==> config.mk <==
export PLATFORM = sky130hd
export DESIGN_NAME = universal_shift_register
export DESIGN_NICKNAME = d
export VERILOG_FILES = /design/src/rtl/usr_pkg.sv /design/src/rtl/usr_shift_counter.sv /design/src/rtl/universal_shift_register.sv
export SDC_FILE = /design/constraint.sdc
export NUM_CORES = 1
export LEC_CHECK = 0
export CORE_ASPECT_RATIO = 0.75
export CORE_MARGIN = 5
export CORE_UTILIZATION = 39
export DETAILED_ROUTE_END_ITERATION = 8
export GPL_ROUTABILITY_DRIVEN = 1
export PLACE_DENSITY = 0.73
export SLEW_MARGIN = 40
export SYNTH_ARGS = -nofsm -noshare
export SYNTH_HDL_FRONTEND = slang
export SYNTH_SLANG_ARGS = --single-unit
==> constraint.sdc <==
create_clock -name clk -period 1.2 [get_ports clk]
set_input_delay 0.12 -clock clk [delete_from_list [all_inputs] [get_ports clk]]
set_output_delay 0.12 -clock clk [all_outputs]
set_load 0.01 [all_outputs]
==> src/rtl/usr_pkg.sv <==
// usr_pkg: shared mode encoding and limits for the universal shift register.
package usr_pkg;
    typedef enum logic [1:0] {
        HOLD = 2'b00,
        SHR  = 2'b01,
        SHL  = 2'b10,
        LOAD = 2'b11
    } usr_mode_e;
    localparam int USR_MAX_WIDTH = 64;
endpackage

==> src/rtl/usr_shift_counter.sv <==
// usr_shift_counter: counts shifts modulo WIDTH and pulses frame_done on each wrap.
module usr_shift_counter #(
    parameter int WIDTH = 8
) (
    input  logic                         clk,
    input  logic                         rst_n,
    input  logic                         inc,
    input  logic                         clr,
    output logic [$clog2(WIDTH+1)-1:0]   shift_cnt,
    output logic                         frame_done
);
    localparam int CW = $clog2(WIDTH + 1);
    logic w_wrap;
    assign w_wrap = inc && (shift_cnt == CW'(WIDTH - 1));
    // A load clears the count and suppresses the pulse even on the wrapping shift.
    always_ff @(posedge clk or negedge rst_n) begin
        if (!rst_n) begin
            shift_cnt  <= '0;
            frame_done <= 1'b0;
        end else begin
            frame_done <= w_wrap && !clr;
            shift_cnt  <= (clr || w_wrap) ? '0 : inc ? shift_cnt + 1'b1 : shift_cnt;
        end
    end
endmodule

==> src/rtl/universal_shift_register.sv <==
// universal_shift_register: WIDTH-bit hold/shift-right/shift-left/load register
// with serial taps at both ends and a frame-complete pulse.
module universal_shift_register
    import usr_pkg::*;
#(
    parameter int WIDTH = 8
) (
    input  logic             clk,
    input  logic             rst_n,
    input  logic             en,
    input  logic [1:0]       mode,
    input  logic             serial_in,
    input  logic [WIDTH-1:0] par_in,
    output logic [WIDTH-1:0] par_out,
    output logic             serial_out_r,
    output logic             serial_out_l,
    output logic             frame_done
);
    usr_mode_e                    w_mode;
    logic [WIDTH-1:0]             r_q;
    logic [WIDTH-1:0]             w_q_next;
    logic                         w_inc;
    logic                         w_clr;
    logic [$clog2(WIDTH+1)-1:0]   w_shift_cnt;

    assign w_mode = usr_mode_e'(mode);
    assign w_inc  = en && (w_mode == SHR || w_mode == SHL);
    assign w_clr  = en && (w_mode == LOAD);

    always_comb begin
        w_q_next = r_q;
        case (w_mode)
            SHR:     w_q_next = {serial_in, r_q[WIDTH-1:1]};
            SHL:     w_q_next = {r_q[WIDTH-2:0], serial_in};
            LOAD:    w_q_next = par_in;
            default: w_q_next = r_q;
        endcase
    end

    always_ff @(posedge clk or negedge rst_n) begin
        if (!rst_n)
            r_q <= '0;
        else if (en)
            r_q <= w_q_next;
    end

    usr_shift_counter #(.WIDTH(WIDTH)) u_cnt (
        .clk        (clk),
        .rst_n      (rst_n),
        .inc        (w_inc),
        .clr        (w_clr),
        .shift_cnt  (w_shift_cnt),
        .frame_done (frame_done)
    );

    assign par_out      = r_q;
    assign serial_out_r = r_q[0];
    assign serial_out_l = r_q[WIDTH-1];
endmodule

-- Word-level counts from Yosys, hierarchy flattened
Cells that the tools add are included.
- RAM bits: 0
- input bits: 14
- flip-flop bits (word level): 13
- memories kept: 0
- latch bits: 0
- ROM bits: 0
- word-level logic and storage cells: 21
- multiplexer cells: 3
- reductions and logical operators: 10
- shifts and indexed selects: 0
- add/subtract/negate cells: 1
- bitwise operators: 0
- multiply operators: 0
- divide/modulo/power cells: 0
- equality and inequality tests: 4
- $lt $le $gt $ge: 0
- operators with widths (operator ; count):
    8-bit case mux with 3 select lines ; 1
    4-bit two-way mux ; 2
    4-bit by 1-bit adder with 4-bit output (second input constant) ; 1
    2-bit equality test (second input constant) ; 2
    4-bit by 3-bit equality test with 1-bit output (second input constant) ; 1
    1-bit logical AND ; 4
    3-bit nonzero test ; 1
    2-bit by 1-bit equality test with 1-bit output (second input constant) ; 1
    1-bit logical OR ; 2
    2-bit AND reduction ; 1
    2-bit nonzero test ; 1
    1-bit logical NOT ; 1

-- Longest topological paths before layout
- word-level depth: 6
- depth in mapped cells: 6

-- Hierarchy
Synthesis repeated with hierarchy kept, for this count alone.
- cells, all modules: 74
- area, all modules: 768.2 um^2
- modules (own cells, without submodules) (module ; area an instance (um^2) ; instances ; cells an instance):
    universal_shift_register ; 526.8 ; 1 ; 54
    usr_shift_counter ; 241.5 ; 1 ; 20

-- Worst setup path before layout
OpenSTA, ideal clock, no wires.
- path type: reg-to-reg
- from: reg u_cnt.shift_cnt[0]
- to: reg u_cnt.shift_cnt[1]
- buffers on the path: 0
- cell stages (with the launch flop): 5
- path slack: -0.019 ns
- setup time: 0.122 ns
- clock period less this slack: 1.219 ns
- data arrival time: 1.098 ns
- cells stage by stage: dfrtp_1 > ha_1 > nand4b_1 > and3b_1 > a32o_1
- cells in the longest elaborated chain, start to end: 4
- ends and longest elaborated chain (element ; RTL line ; source):
    start: declaration ; usr_shift_counter.sv:9 ; output logic [$clog2(WIDTH+1)-1:0] shift_cnt,
    start signal: assignment ; usr_shift_counter.sv:22 ; shift_cnt <= (clr || w_wrap) ? '0 : inc ? shift_cnt + 1'b1 : shift_cnt;
    branches (longest 4 deep; another with 4-bit by 1-bit adder with 4-bit output) ; -- ;
Several ways; the timed one is not identified. The select of a mux whose other input is x is not followed.
A chain may end at the register's enable or synchronous reset.

-- Worst setup path after layout
- from: reg u_cnt.shift_cnt[1]
- to: reg u_cnt.shift_cnt[3]
The elaborated chain is that of the path after synthesis.

==> flow_summary_export.csv <==
group,metric,value,unit
run,cap_violations,0,
timing,max_freq,822,MHz
clock_network,clockBufferDepth,2,
global_route,grt_max_degree,14,
timing,setup_viol,2,
critical_path,worstPathMaxFanout,3,
synth,synth.distinct_cells,22,
timing,final_max_slew_viol_count,0,
die,die_x,59.6,um
layout,drive_gt1_share,23.5,%
critical_path,slowest_delay,0.39,ns
route,dr_total_vias,733,
power_and_ir_drop,switchingPower,0.480,mW
die,die-area,2820,um2
clock_network,tritoncts,"yes",
clock_network,clk_latency,0.29,ns
outcome,status,"complete, but fails checks",
layout,diodes,0,
route,vias_per_cell,5.35,
power_and_ir_drop,clkPwrFrac,19.4,%
power_and_ir_drop,p_int,0.977,mW
clock_network,numClockSinks,13,
critical_path,cp_num_cells,4,
clock_network,cts_made_buffers,3,
die,core.rowCount,13,
critical_path,cp.arrival,1.39,ns
critical_path,cp-start-kind,"flip-flop",
synth,netlist_area,721,um2
placement,gp_congestion,0.749,
placement,place_inst,130,
critical_path,path_cells,"ha_4 > nand4b_1 > and3b_2 > a22o_1",
layout,nets,134,
route,wl_per_cell,14.0,um
outcome,violations,"setup timing",
clock_network,cts_max_level,1,
timing,fin_ws,-0.0164,ns
die,ios,25,
synth,synthesis.nets,93,
timing,period_minus_slack,1.22,ns
route,drt_pass1_iterations,4,
placement,io_buffer_count,24,
route,drc_errors,0,
critical_path,cp_data_required_time,1.37,ns
timing,hold_viol_final,0,
power_and_ir_drop,p_leak,0.554,nW
timing,worst_slew_pin_slew,0.343,ns
critical_path,path_class,"reg2reg",
global_route,first_global_vias,726,
power_and_ir_drop,total_power,1.46,mW
timing,slew_headroom,77.2,%
power_and_ir_drop,combPwrFrac,38.9,%
clock_network,ctsHoldBuffers,0,
layout,syn_to_final_growth,57.3,%
timing,rsz0062_at_grt,"yes",
critical_path,cp_slowest_cell,"dfrtp_1",
global_route,antenna_found_initial,0,
die,fp.dieH,47.2,um
synth,synthCells,75,
power_and_ir_drop,pwr_density_cell,1290,nW/um2
synth,ys_ff_latch,13,
critical_path,worst_r2r_path_depth,4,
critical_path,cp_num_buf_inv,0,
timing,period_share,101,%
critical_path,critPathTopFamily,"flip-flops",
global_route,gr-total-overflow,0,
critical_path,end_kind,"flip-flop",
synth,ys_warn_count,0,
synth,syn_area_per_cell,9.61,um2
power_and_ir_drop,ir_worst_vdd,788,uV
timing,finalClockSkew,0.00572,ns
placement,hpwl,1450,um
clock_network,cts_root_buf,"clkbuf_4",
synth,seq_area_frac_synth,45.1,%
clock_network,clk_pin_slew,0.08,ns
hold_path,hold_path.class,"in2async",
route,finalWirelength,1910,um
global_route,grt_pass1_wl,3140,um
die,start_util,41.4,%
power_and_ir_drop,swShare,33.0,%
power_and_ir_drop,p_seq_share,41.6,%
route,first_iter_violations,19,
die,core-area,1740,um2
layout,final_cells,137,
route,ant_nets,0,
global_route,grt_usage,15.0,%
## state kept, by name, summed over array words and instances, names as in the netlist
register and cells:
u_cnt.shift_cnt 4, par_out 8, u_cnt.frame_done 1
## cells in the final DEF (no fill, tap or decap)
cell             netlist  final
a21oi_1                9      8
a21oi_2                0      1
a22o_1                10     10
a32o_1                 1      1
a41o_1                 1      1
and3b_2                0      1
and4b_1                1      1
buf_4                  2     16
buf_6                  0      1
clkbuf_1               1      1
clkbuf_4               0      3
clkdlybuf4s50_1        0     11
dfrtp_1               13     13
dlygate4sd2_1          0     13
ha_1                   4      1
ha_2                   0      1
ha_4                   0      2
inv_1                  3      2
inv_2                  0      1
nand2_1               10     10
nand2b_1               1      1
nand4_1                1      1
nand4b_1               1      1
nor2_1                 1      1
nor2_2                 1      1
nor2b_1                1      1
nor3b_1                1      1
o21ai_1                9      9
o22ai_1                1      1
## kinds of logic after synthesis
group	synth area share (%)
AOI/OAI and AO/OA	28.3
adders and majority gates	6.94
and+or+nand+nor	14.1
DFF	45.1
buffers and inverters	5.55
## worst paths after layout
check | from | to | slack [ns]
setup / recovery | u_cnt.shift_cnt[1]$_DFFE_PN0P_ | u_cnt.shift_cnt[3]$_DFFE_PN0P_ | -0.02
hold / removal | rst_n | u_cnt.shift_cnt[2]$_DFFE_PN0P_ | 0.13
setup reg to reg | u_cnt.shift_cnt[1]$_DFFE_PN0P_ | u_cnt.shift_cnt[3]$_DFFE_PN0P_ | -0.02
hold reg to reg | par_out[0]$_DFFE_PN0P_ | par_out[0]$_DFFE_PN0P_ | 0.54
max in group asynchronous | rst_n | u_cnt.frame_done$_DFF_PN0_ | 0.90
min in group clk | serial_in | par_out[7]$_DFFE_PN0P_ | 0.51
## stage by stage
| stage | area, um2 | hold WS (ns) | util [%] | TNS, ns | setup slack [ns] |
|---|---|---|---|---|---|
| after detailed placement | 1060 | 0.447 | 61.2 | -5.43 | -0.475 |
| after global routing | 1130 | 0.142 | 65.1 | -0.148 | -0.0687 |
| after CTS | 1120 | 0.133 | 64.1 | -0.0142 | -0.0100 |
| after global placement | 1060 | 0.440 | 61.2 | -5.11 | -0.442 |
| final | 1130 | 0.127 | 65.1 | -0.0218 | -0.0164 |
| after floorplan | 721 | -0.176 | - | -0.0192 | -0.0192 |
## Yosys cell counts
master    instances  area [um2]
dfrtp_1          13         325
a22o_1           10        87.6
nand2_1          10        37.5
a21oi_1           9        45.0
o21ai_1           9        45.0
ha_1              4        50.1
inv_1             3        11.3
buf_2             2        10.0
buf_4             2        15.0
a32o_1            1        10.0
a41o_1            1        10.0
and3b_1           1        8.76
and4b_1           1        10.0
clkbuf_1          1        3.75
nand2b_1          1        6.26
nand4_1           1        6.26
nand4b_1          1        8.76
nor2_1            1        3.75
nor2_2            1        6.26
nor2b_1           1        6.26
nor3b_1           1        7.51
o22ai_1           1        6.26
## area by class of cell
cell class	instances	area, um2
multi-input cells	54	388
inverters	3	11.3
repair buffers	41	355
fillers	158	607
flip-flops and latches	13	325
clock buffers	4	26.3
well taps	22	27.5
## power groups by stage
stage / sequential (mW) / combinational (mW) / clock [mW]
after floorplan: 0.635 / 0.210 / 0
final: 0.607 / 0.567 / 0.283
after global placement: 0.609 / 0.528 / 0
after detailed placement: 0.616 / 0.537 / 0
after global routing: 0.618 / 0.626 / 0.316
after CTS: 0.596 / 0.553 / 0.294
## worst reg2reg max path, stage by stage (launching register included)
cell      delay (ns)
dfrtp_1         0.39
ha_4            0.16
nand4b_1        0.10
and3b_2         0.23
a22o_1          0.22
## per-layer routing
layer	up-vias	GRT usage, %	share of wire (%)	routed length (um)
met5	-	0	0	0
met2	24	24.8	50	956
met3	6	4.40	5.9	112
met1	347	18.7	42	810
met4	0	5.75	1.8	34
li1	356	-	-	-
## what timing repair did
action,in CTS,in global routing
gates resized for setup,17,4
endpoints found under the setup margin,24,8
setup buffers,3,0
pin swaps,6,1
(Power assumes the default switching activity.)
